[config.mk]
export PLATFORM = sky130hd
export DESIGN_NAME = lcd_reader_flat
export DESIGN_NICKNAME = d
export VERILOG_FILES = /design/src/rtl/lcd_pkg.sv /design/src/rtl/lcd_reader_if.sv /design/src/rtl/LCDdecoder.sv /design/src/rtl/lcd_reader.sv /design/src/flat_wrapper.sv
export SDC_FILE = /design/constraint.sdc
export NUM_CORES = 1
export LEC_CHECK = 0
export BUFFER_PORTS_ARGS = -buffer_cell sky130_fd_sc_hd__buf_2
export CORE_MARGIN = 1.5
export CORE_UTILIZATION = 36
export DETAILED_ROUTE_END_ITERATION = 10
export SYNTH_ARGS = -nofsm -noshare
export SYNTH_HDL_FRONTEND = slang
export SYNTH_SLANG_ARGS = --single-unit
[constraint.sdc]
create_clock -name clk -period 4.06 [get_ports clk]
set_clock_uncertainty 0.1 [all_clocks]
set_input_delay 0.203 -clock clk [delete_from_list [all_inputs] [get_ports clk]]
set_output_delay 0.203 -clock clk [all_outputs]
set_load 0.005 [all_outputs]
[src/rtl/lcd_pkg.sv]
// Shared definitions for the character-LCD read path: FSM states,
// RS encodings, default bus timing and the busy-flag bit position.
package lcd_pkg;

    typedef enum logic [2:0] {
        ST_IDLE  = 3'd0,
        ST_SETUP = 3'd1,
        ST_EN_HI = 3'd2,
        ST_EN_LO = 3'd3,
        ST_DONE  = 3'd4
    } lcd_state_e;

    localparam logic LCD_RS_INSTR = 1'b0;
    localparam logic LCD_RS_DATA  = 1'b1;

    // Default cycle counts at 50 MHz
    localparam int DEF_T_SETUP  = 2;
    localparam int DEF_T_EN_HI  = 16;
    localparam int DEF_T_EN_LO  = 14;
    localparam int DEF_POLL_MAX = 1023;

    localparam int LCD_BF_BIT = 7;

endpackage

[src/rtl/lcd_reader_if.sv]
// Host-side request/result bundle of the LCD reader.
interface lcd_reader_if;
    import lcd_pkg::*;

    logic       inStart;
    logic       inRS;
    logic       inPoll;
    logic       outDone;
    logic [7:0] outDATA;
    logic       outBusy;
    logic [6:0] outAddr;
    logic       outTimeout;
    logic [3:0] outNibble;
    logic       outHexValid;

    // Requester side (command sequencer or testbench)
    modport master (
        output inStart, inRS, inPoll,
        input  outDone, outDATA, outBusy, outAddr, outTimeout,
        input  outNibble, outHexValid
    );

    // Reader side
    modport slave (
        input  inStart, inRS, inPoll,
        output outDone, outDATA, outBusy, outAddr, outTimeout,
        output outNibble, outHexValid
    );
endinterface

[src/rtl/LCDdecoder.sv]
// ASCII to hex-nibble decoder: inverse of the write-side encoder.
// Accepts '0'-'9' and upper-case 'A'-'F'; anything else gives 0 / invalid.
module LCDdecoder (
    input  logic [7:0] ascii,
    output logic [3:0] nibble,
    output logic       valid
);

    // Map the character range onto its nibble value
    always_comb begin
        nibble = 4'h0;
        valid  = 1'b0;
        if (ascii >= 8'h30 && ascii <= 8'h39) begin
            nibble = 4'(ascii - 8'h30);
            valid  = 1'b1;
        end else if (ascii >= 8'h41 && ascii <= 8'h46) begin
            nibble = 4'(ascii - 8'h37);
            valid  = 1'b1;
        end
    end

endmodule

[src/rtl/lcd_reader.sv]
// HD44780 read-cycle engine: busy-flag/address and data reads on the 8-bit
// bus, with optional repeated busy-flag polling until the panel is ready.
module lcd_reader
    import lcd_pkg::*;
#(
    parameter int T_SETUP  = DEF_T_SETUP,
    parameter int T_EN_HI  = DEF_T_EN_HI,
    parameter int T_EN_LO  = DEF_T_EN_LO,
    parameter int POLL_MAX = DEF_POLL_MAX
) (
    input  logic         clk,
    input  logic         rst,
    lcd_reader_if.slave  host,
    input  logic [7:0]   LCD_DATA_IN,
    output logic         LCD_RW,
    output logic         LCD_EN,
    output logic         LCD_RS,
    output logic         outOwn
);

    lcd_state_e state_reg, state_next;
    logic [4:0] timer_reg, timer_load;
    logic       rs_reg, poll_reg, timeout_reg, busy_reg;
    logic [9:0] poll_cnt_reg;
    logic [7:0] data_reg;
    logic [6:0] addr_reg;
    logic       timer_done, bf_poll, poll_continue, poll_exhausted;
    logic [3:0] nibble;
    logic       hex_valid;

    assign timer_done = (timer_reg == 5'd0);

    // Poll decisions rely on the BF captured by the read that just finished
    assign bf_poll        = poll_reg && (rs_reg == LCD_RS_INSTR) && busy_reg;
    assign poll_continue  = bf_poll && (poll_cnt_reg < 10'(POLL_MAX));
    assign poll_exhausted = bf_poll && (poll_cnt_reg == 10'(POLL_MAX));

    // Next state, reload value for the shared timer and bus controls
    always_comb begin
        state_next = state_reg;
        timer_load = 5'd0;
        unique case (state_reg)
            ST_IDLE:  if (host.inStart) state_next = ST_SETUP;
            ST_SETUP: if (timer_done) state_next = ST_EN_HI;
            ST_EN_HI: if (timer_done) state_next = ST_EN_LO;
            ST_EN_LO: if (timer_done) state_next = poll_continue ? ST_SETUP : ST_DONE;
            ST_DONE:  if (!host.inStart) state_next = ST_IDLE;
            default:  state_next = ST_IDLE;
        endcase

        unique case (state_next)
            ST_SETUP: timer_load = 5'(T_SETUP - 1);
            ST_EN_HI: timer_load = 5'(T_EN_HI - 1);
            ST_EN_LO: timer_load = 5'(T_EN_LO - 1);
            default:  timer_load = 5'd0;
        endcase

        outOwn       = (state_reg == ST_SETUP) || (state_reg == ST_EN_HI) ||
                       (state_reg == ST_EN_LO);
        LCD_RW       = outOwn;
        LCD_RS       = outOwn && (rs_reg == LCD_RS_DATA);
        LCD_EN       = (state_reg == ST_EN_HI);
        host.outDone = (state_reg == ST_DONE);
    end

    // State register and down-counter, reloaded on every state change
    always_ff @(posedge clk or posedge rst) begin
        if (rst) begin
            state_reg <= ST_IDLE;
            timer_reg <= 5'd0;
        end else begin
            state_reg <= state_next;
            if (state_next != state_reg)
                timer_reg <= timer_load;
            else if (!timer_done)
                timer_reg <= timer_reg - 5'd1;
        end
    end

    // Request latching, bus sampling and poll bookkeeping
    always_ff @(posedge clk or posedge rst) begin
        if (rst) begin
            rs_reg       <= LCD_RS_INSTR;
            poll_reg     <= 1'b0;
            timeout_reg  <= 1'b0;
            poll_cnt_reg <= 10'd0;
            data_reg     <= 8'h00;
            busy_reg     <= 1'b0;
            addr_reg     <= 7'h00;
        end else begin
            if (state_reg == ST_IDLE && host.inStart) begin
                rs_reg       <= host.inRS;
                poll_reg     <= host.inPoll;
                timeout_reg  <= 1'b0;
                poll_cnt_reg <= 10'd0;
            end
            if (state_reg == ST_EN_HI && timer_done) begin
                data_reg <= LCD_DATA_IN;
                if (rs_reg == LCD_RS_INSTR) begin
                    busy_reg <= LCD_DATA_IN[LCD_BF_BIT];
                    addr_reg <= LCD_DATA_IN[6:0];
                end
            end
            if (state_reg == ST_EN_LO && timer_done) begin
                if (poll_continue)
                    poll_cnt_reg <= poll_cnt_reg + 10'd1;
                else if (poll_exhausted)
                    timeout_reg <= 1'b1;
            end
        end
    end

    LCDdecoder u_decoder (
        .ascii  (data_reg),
        .nibble (nibble),
        .valid  (hex_valid)
    );

    assign host.outDATA     = data_reg;
    assign host.outBusy     = busy_reg;
    assign host.outAddr     = addr_reg;
    assign host.outTimeout  = timeout_reg;
    assign host.outNibble   = nibble;
    assign host.outHexValid = hex_valid;

endmodule
[src/flat_wrapper.sv]
// flat-port wrapper written by rule: the top's interface ports become plain ports
module lcd_reader_flat import lcd_pkg::*;
#(
    parameter int T_SETUP  = DEF_T_SETUP,
    parameter int T_EN_HI  = DEF_T_EN_HI,
    parameter int T_EN_LO  = DEF_T_EN_LO,
    parameter int POLL_MAX = DEF_POLL_MAX
)
  (clk, rst, LCD_DATA_IN, LCD_RW, LCD_EN, LCD_RS, outOwn, host_inStart, host_inRS, host_inPoll, host_outDone, host_outDATA, host_outBusy, host_outAddr, host_outTimeout, host_outNibble, host_outHexValid);
  lcd_reader_if host_i ();
  input  logic clk;
  input  logic rst;
  input  logic [7:0] LCD_DATA_IN;
  output logic LCD_RW;
  output logic LCD_EN;
  output logic LCD_RS;
  output logic outOwn;
  input wire logic [$bits(host_i.inStart)-1:0] host_inStart;
  input wire logic [$bits(host_i.inRS)-1:0] host_inRS;
  input wire logic [$bits(host_i.inPoll)-1:0] host_inPoll;
  output wire logic [$bits(host_i.outDone)-1:0] host_outDone;
  output wire logic [$bits(host_i.outDATA)-1:0] host_outDATA;
  output wire logic [$bits(host_i.outBusy)-1:0] host_outBusy;
  output wire logic [$bits(host_i.outAddr)-1:0] host_outAddr;
  output wire logic [$bits(host_i.outTimeout)-1:0] host_outTimeout;
  output wire logic [$bits(host_i.outNibble)-1:0] host_outNibble;
  output wire logic [$bits(host_i.outHexValid)-1:0] host_outHexValid;
  assign host_i.inStart = host_inStart;
  assign host_i.inRS = host_inRS;
  assign host_i.inPoll = host_inPoll;
  assign host_outDone = host_i.outDone;
  assign host_outDATA = host_i.outDATA;
  assign host_outBusy = host_i.outBusy;
  assign host_outAddr = host_i.outAddr;
  assign host_outTimeout = host_i.outTimeout;
  assign host_outNibble = host_i.outNibble;
  assign host_outHexValid = host_i.outHexValid;
  lcd_reader #(.T_SETUP(T_SETUP), .T_EN_HI(T_EN_HI), .T_EN_LO(T_EN_LO), .POLL_MAX(POLL_MAX)) u_core (.clk(clk), .rst(rst), .host(host_i), .LCD_DATA_IN(LCD_DATA_IN), .LCD_RW(LCD_RW), .LCD_EN(LCD_EN), .LCD_RS(LCD_RS), .outOwn(outOwn));
endmodule
# Yosys cells after proc, flatten, opt, wreduce, memory -nomap -nowiden
# Index checks and enable logic that the tools add are counted.
# totals
regBits	37
out_inout_bits	27
elab_cells	65
# classes
addsub	4
order_cmp	5
eq_ne	10
muxes	21
n_bitwise	1
n_reduce_logical	15
# op_table
cell	count
10-bit 2-to-1 mux	3
3-bit 2-to-1 mux	6
3-bit one-hot mux with 5 select lines	1
3-bit by 2-bit == test with 1-bit output, second input constant	4
4-bit one-hot mux with 3 select lines	1
10-bit by 1-bit adder with 10-bit output, second input constant	1
10-bit == test, second input constant	1
1-bit logical AND	10
10-bit < comparator, second input constant	1
5-bit 2-to-1 mux	2
8-bit by 6-bit >= comparator with 1-bit output, second input constant	1
8-bit by 7-bit >= comparator with 1-bit output, second input constant	1
8-bit by 6-bit less-or-equal comparator with 1-bit output, second input constant	1
8-bit by 7-bit less-or-equal comparator with 1-bit output, second input constant	1
4-bit 2-to-1 mux	2
3-bit by 1-bit == test with 1-bit output, second input constant	2
1-bit 2-to-1 mux	6
5-bit logical NOT	1
5-bit by 1-bit subtractor with 5-bit output, second input constant	1
4-bit by 1-bit subtractor with 4-bit output, second input constant	1
4-bit by 3-bit subtractor with 4-bit output, second input constant	1
3-bit == test, second input constant	1
3-bit logical NOT	1
3-bit inequality test	1
other kinds (4)	5

# Depth between registers and ports, before layout
# depth
ltp_word	10
mapped_depth	8
mapped_depth_nobuf	6

# Hierarchy
# From an unflattened synthesis, not the netlist that was laid out.
# hier_totals
cells_unflattened	204
hier_area_um2	2011.9
# by_module_without_submodules
module	instances	cells_each	area_each_um2	seq_area_each_um2
lcd_reader	1	180	1840.5	925.9
LCDdecoder	1	24	171.4	0.0

# Worst setup path before layout
# OpenSTA, ideal clock, no wires.
# synth_timing
kind	register to register
start	register u_core.timer_reg[0]
end	register u_core.poll_cnt_reg[4]
setup_time_ps	77
arrival_ps	2409
slack_ps	1474
stages_incl_launch_ff	9
path_buffers	2
period_less_slack_ps	2586
path_cell_list	dfrtp_1 -> inv_1 -> ha_1 -> or4b_1 -> clkbuf_2 -> or4_1 -> buf_2 -> or4_1 -> a21oi_1
# synth_via
elab_chain_len	3
# synth_rtl
item	line	source
start: declaration	lcd_reader.sv:22	logic [4:0] timer_reg, timer_load;
start signal: assignment	lcd_reader.sv:74	timer_reg <= timer_load;
start signal: assignment	lcd_reader.sv:76	timer_reg <= timer_reg - 5'd1;
5-bit logical NOT	lcd_reader.sv:31	assign timer_done = (timer_reg == 5'd0);
1-bit logical AND	lcd_reader.sv:104	if (state_reg == ST_EN_LO && timer_done) begin
10-bit 2-to-1 mux	lcd_reader.sv:104	
end signal: assignment	lcd_reader.sv:106	poll_cnt_reg <= poll_cnt_reg + 10'd1;
end: declaration	lcd_reader.sv:24	logic [9:0] poll_cnt_reg;
# No other way between the ends.
# A chain may end at the register's enable or synchronous reset.

# Final worst setup path
# layout_timing
start	register u_core.timer_reg[0]
end	register u_core.poll_cnt_reg[8]
# Same word-level chain as after synthesis.

==> report_table.html <==
<table>
<tr><th>Metric</th><th>Value</th></tr>
<tr><th colspan="2">Outcome</th></tr>
<tr><td>Outcome</td><td>finished clean</td></tr>
<tr><th colspan="2">CTS</th></tr>
<tr><td>Clock slew at the register clock pins of the worst setup and hold paths</td><td>around 0.08 ns</td></tr>
<tr><td>Root Driver</td><td>sky130_fd_sc_hd__clkbuf_8</td></tr>
<tr><td>CTS sink cnt</td><td>37</td></tr>
<tr><td>Number of H-tree levels</td><td>2</td></tr>
<tr><td>Worst-Skew Late Latency</td><td>just under 0.3 ns</td></tr>
<tr><td>Gates resized, CTS repair</td><td>0</td></tr>
<tr><td>Number of CTS-inserted buffers</td><td>5</td></tr>
<tr><td>Number of buffers between clock root and the deepest sink</td><td>2</td></tr>
<tr><td>Total setup buffers inserted after CTS</td><td>0</td></tr>
<tr><td>TritonCTS clock tree</td><td>done</td></tr>
<tr><td>Number of buffers inserted by hold repair at cts</td><td>1</td></tr>
<tr><th colspan="2">GRT</th></tr>
<tr><td>Total global-route track usage</td><td>0.148</td></tr>
<tr><td>Global-route wire length before repair</td><td>7240 um</td></tr>
<tr><td>Overflow left after global routing</td><td>0</td></tr>
<tr><td>Maximum number of pins on one net before global-route repair</td><td>38</td></tr>
<tr><td>Vias in the first global route</td><td>1527</td></tr>
<tr><td>Antenna violations before repair</td><td>0</td></tr>
<tr><th colspan="2">Worst setup path</th></tr>
<tr><td>Critical-path maximum fanout</td><td>9</td></tr>
<tr><td>Logic depth of the worst register-to-register path</td><td>6</td></tr>
<tr><td>Startpoint Class</td><td>register</td></tr>
<tr><td>Data arrival time of the critical path</td><td>about 2.9 ns</td></tr>
<tr><td>Critical path class</td><td>reg2reg</td></tr>
<tr><td>Kind of end point of the critical path</td><td>register</td></tr>
<tr><td>Required time of the critical path</td><td>4.18 ns</td></tr>
<tr><th colspan="2">Floorplanning</th></tr>
<tr><td>Width of the die</td><td>78.1 um</td></tr>
<tr><td>DIE AREA</td><td>between 0.006 and 0.007 sq mm</td></tr>
<tr><td>Effective utilization at floorplan</td><td>0.371</td></tr>
<tr><td>Core Footprint</td><td>0.00547 sq mm</td></tr>
<tr><td>Die Ht</td><td>78.1 um</td></tr>
<tr><td>Top-level I/O count</td><td>40</td></tr>
<tr><td>Rows</td><td>27</td></tr>
<tr><th colspan="2">Synthesis</th></tr>
<tr><td>Mapped Cells</td><td>201</td></tr>
<tr><td>Count of flip-flops with a built-in enable after synthesis</td><td>0</td></tr>
<tr><td>Most frequent cell after synthesis</td><td>sky130_fd_sc_hd__dfrtp_1</td></tr>
<tr><td>Number of distinct library cells after synthesis</td><td>47</td></tr>
<tr><td>Synthesis Warnings</td><td>0</td></tr>
<tr><td>Yosys reg bits</td><td>37</td></tr>
<tr><td>Post-Syn Area</td><td>between 0.002 and 0.0025 sq mm</td></tr>
<tr><td>Synth area leaders</td><td>sky130_fd_sc_hd__dfrtp_1 46%, sky130_fd_sc_hd__mux2_2 9.4%, sky130_fd_sc_hd__mux2i_1 4.4%</td></tr>
<tr><td>Most used DFF post-synth</td><td>sky130_fd_sc_hd__dfrtp_1</td></tr>
<tr><td>Ys async rst share</td><td>1.00</td></tr>
<tr><td>Most used standard cells in the synthesized netlist</td><td>37 x sky130_fd_sc_hd__dfrtp_1, 24 x sky130_fd_sc_hd__nand2_1, 17 x sky130_fd_sc_hd__mux2_2</td></tr>
<tr><td>Post-synth net total</td><td>221</td></tr>
<tr><td>Share of the yosys chip area belonging to registers</td><td>0.456</td></tr>
<tr><td>Yosys top cell area share</td><td>0.456</td></tr>
<tr><td>Avg Cell Area, Syn</td><td>10.1 sq um</td></tr>
<tr><td>Post-synthesis cell type with the largest combined area</td><td>sky130_fd_sc_hd__dfrtp_1</td></tr>
<tr><th colspan="2">Power and ir drop</th></tr>
<tr><td>Peak supply drop</td><td>0.000183 V</td></tr>
<tr><td>Switching share of total power</td><td>0.371</td></tr>
<tr><td>Total power of the final layout</td><td>between 1000 and 1500 uW</td></tr>
<tr><td>Share of power burned in combinational logic</td><td>0.365</td></tr>
<tr><td>Leakage</td><td>0.00114 uW</td></tr>
<tr><td>Proportion of power drawn by flip-flops and latches</td><td>0.463</td></tr>
<tr><td>Net switching power of the design</td><td>545 uW</td></tr>
<tr><td>Cell area power density</td><td>615 mW/mm^2</td></tr>
<tr><td>Clock group share of total power</td><td>0.172</td></tr>
<tr><td>Pint</td><td>a little over 900 uW</td></tr>
<tr><th colspan="2">Timing</th></tr>
<tr><td>Final Max Slew Viols</td><td>0</td></tr>
<tr><td>Count of endpoints failing setup in the final report</td><td>0</td></tr>
<tr><td>Fmax achieved</td><td>0.355 GHz</td></tr>
<tr><td>Setup TNS</td><td>0 ns</td></tr>
<tr><td>Worst max-slew margin expressed relative to the limit</td><td>0.279</td></tr>
<tr><td>Worst-Margin Slew</td><td>between 1 and 1.5 ns</td></tr>
<tr><td>RSZ-0062 raised after global routing</td><td>false</td></tr>
<tr><td>Post-route worst hold slack</td><td>about 0.0099 ns</td></tr>
<tr><td>Final period util</td><td>0.693</td></tr>
<tr><td>Final Critical Period</td><td>2.82 ns</td></tr>
<tr><td>Final Hold Viols</td><td>0</td></tr>
<tr><th colspan="2">Final layout</th></tr>
<tr><td>Max reg flops</td><td>10</td></tr>
<tr><td>Fin cells</td><td>313</td></tr>
<tr><td>Synthesis-to-finish area growth</td><td>17.4%</td></tr>
<tr><td>Layout Nets</td><td>260</td></tr>
<tr><td>Summed area of non-filler cells in the final layout</td><td>approximately 0.0024 sq mm</td></tr>
<tr><td>Fraction of final layout cells with drive strength greater than 1</td><td>0.290</td></tr>
<tr><td>Count of inserted antenna diode cells</td><td>0</td></tr>
<tr><th colspan="2">Detailed routing</th></tr>
<tr><td>Wire length after detailed routing</td><td>4100 um</td></tr>
<tr><td>Remaining DRCs</td><td>0</td></tr>
<tr><td>Detailed-router iteration count before antenna repair</td><td>4</td></tr>
<tr><td>Antenna viol nets, final</td><td>0</td></tr>
<tr><td>Starting DRT DRC Count</td><td>roughly 140</td></tr>
<tr><td>Number of vias per cell after detailed routing</td><td>slightly above 5</td></tr>
<tr><td>Vias after detailed routing</td><td>1584</td></tr>
<tr><td>Post-detailed-route wirelength per cell</td><td>13.1 um</td></tr>
<tr><th colspan="2">Placed design</th></tr>
<tr><td>Cell count after placement</td><td>304</td></tr>
<tr><td>Hpwl dp</td><td>2970 um</td></tr>
<tr><td>Final estimated routing congestion in global placement</td><td>0.761</td></tr>
<tr><td>Count of input and output buffers</td><td>39</td></tr>
<tr><td>Area post-placement</td><td>0.00229 sq mm</td></tr>
<tr><th colspan="2">Min path</th></tr>
<tr><td>Worst Hold Path Cells</td><td>3</td></tr>
<tr><td>Hold crit path type</td><td>in2reg</td></tr>
<tr><th colspan="2">Job</th></tr>
<tr><td>Maxcap violations</td><td>0</td></tr>
</table>
final timing paths:
kind | startpoint | endpoint | slack [ns]
setup reg to reg | u_core.timer_reg[0] | u_core.poll_cnt_reg[8] | 1.24
max in group asynchronous | rst | u_core.host.outAddr[0] | 3.07
hold reg to reg | u_core.host.outTimeout | u_core.host.outTimeout | 0.40
setup / recovery | u_core.timer_reg[0] | u_core.poll_cnt_reg[8] | 1.24
min in group asynchronous | rst | u_core.host.outTimeout | 0.46
hold / removal | host_inRS | u_core.rs_reg | 0.01
critical path, stage by stage (launching register included):
cell	delay, ns
sky130_fd_sc_hd__dfrtp_1	0.41
sky130_fd_sc_hd__inv_1	0.09
sky130_fd_sc_hd__ha_1	0.17
sky130_fd_sc_hd__or4b_1	0.58
sky130_fd_sc_hd__or4_1	0.72
sky130_fd_sc_hd__or4_1	0.52
sky130_fd_sc_hd__a21oi_1	0.15
power groups by stage:
stage | combinational (uW) | clock (uW) | sequential, uW
after global routing | 612 | 275 | 706
after global placement | 529 | 0 | 683
after detailed placement | 540 | 0 | 684
final | 535 | 252 | 678
after CTS | 543 | 261 | 678
after floorplan | 384 | 0 | 641
area by class of cell:
cell class / instances / area [sq um]
Clock inverter: 3 / 17.5
Clock buffer: 5 / 68.8
Tap cell: 72 / 90.1
Timing Repair Buffer: 42 / 220
Sequential cell: 37 / 926
Multi-Input combinational cell: 143 / 1020
Inverter: 11 / 41.3
Fill cell: 554 / 3090
placed cells by master (no fill, tap or decap), drive strengths merged, types with 2 or more instances in the layout:
master	n
nand4	4
xnor2	4
nor2	7
nand2b	4
nor3	7
clkinv	2
o21ai	6
a21oi	7
and3	3
dfrtp	37
nor3b	2
nand2	24
nor4	3
mux2i	9
or4b	2
ha	7
nand3	8
buf	41
inv	11
o31ai	3
mux2	17
or4	3
and4	2
a211oi	2
clkbuf	5
metal layers:
| metal | up-vias | wire [um] | GRT usage | part of all wire |
|---|---|---|---|---|
| met2 | 33 | 1780 | 0.210 | 0.43 |
| met5 | - | 0 | 0 | 0 |
| met4 | 0 | 74 | 0.0554 | 0.018 |
| li1 | 801 | - | - | - |
| met3 | 10 | 177 | 0.0349 | 0.043 |
| met1 | 740 | 2070 | 0.217 | 0.51 |
cell families after synthesis:
kind of cell               synth area share
and+or+nand+nor                       0.203
muxes                                 0.139
DFF                                   0.456
buffers and inverters                0.0419
adders and majority gates            0.0432
xor gates and xnor gates             0.0216
AOI/OAI and AO/OA                    0.0950
per-stage QoR:
stage               setup slack, ns   util
finish                         1.24  0.435
global route                   1.01  0.435
CTS                            1.26  0.435
detailed placement             1.28  0.418
global placement               1.34  0.418
floorplan                      1.47      -
Power figures use the tool's default switching activity.
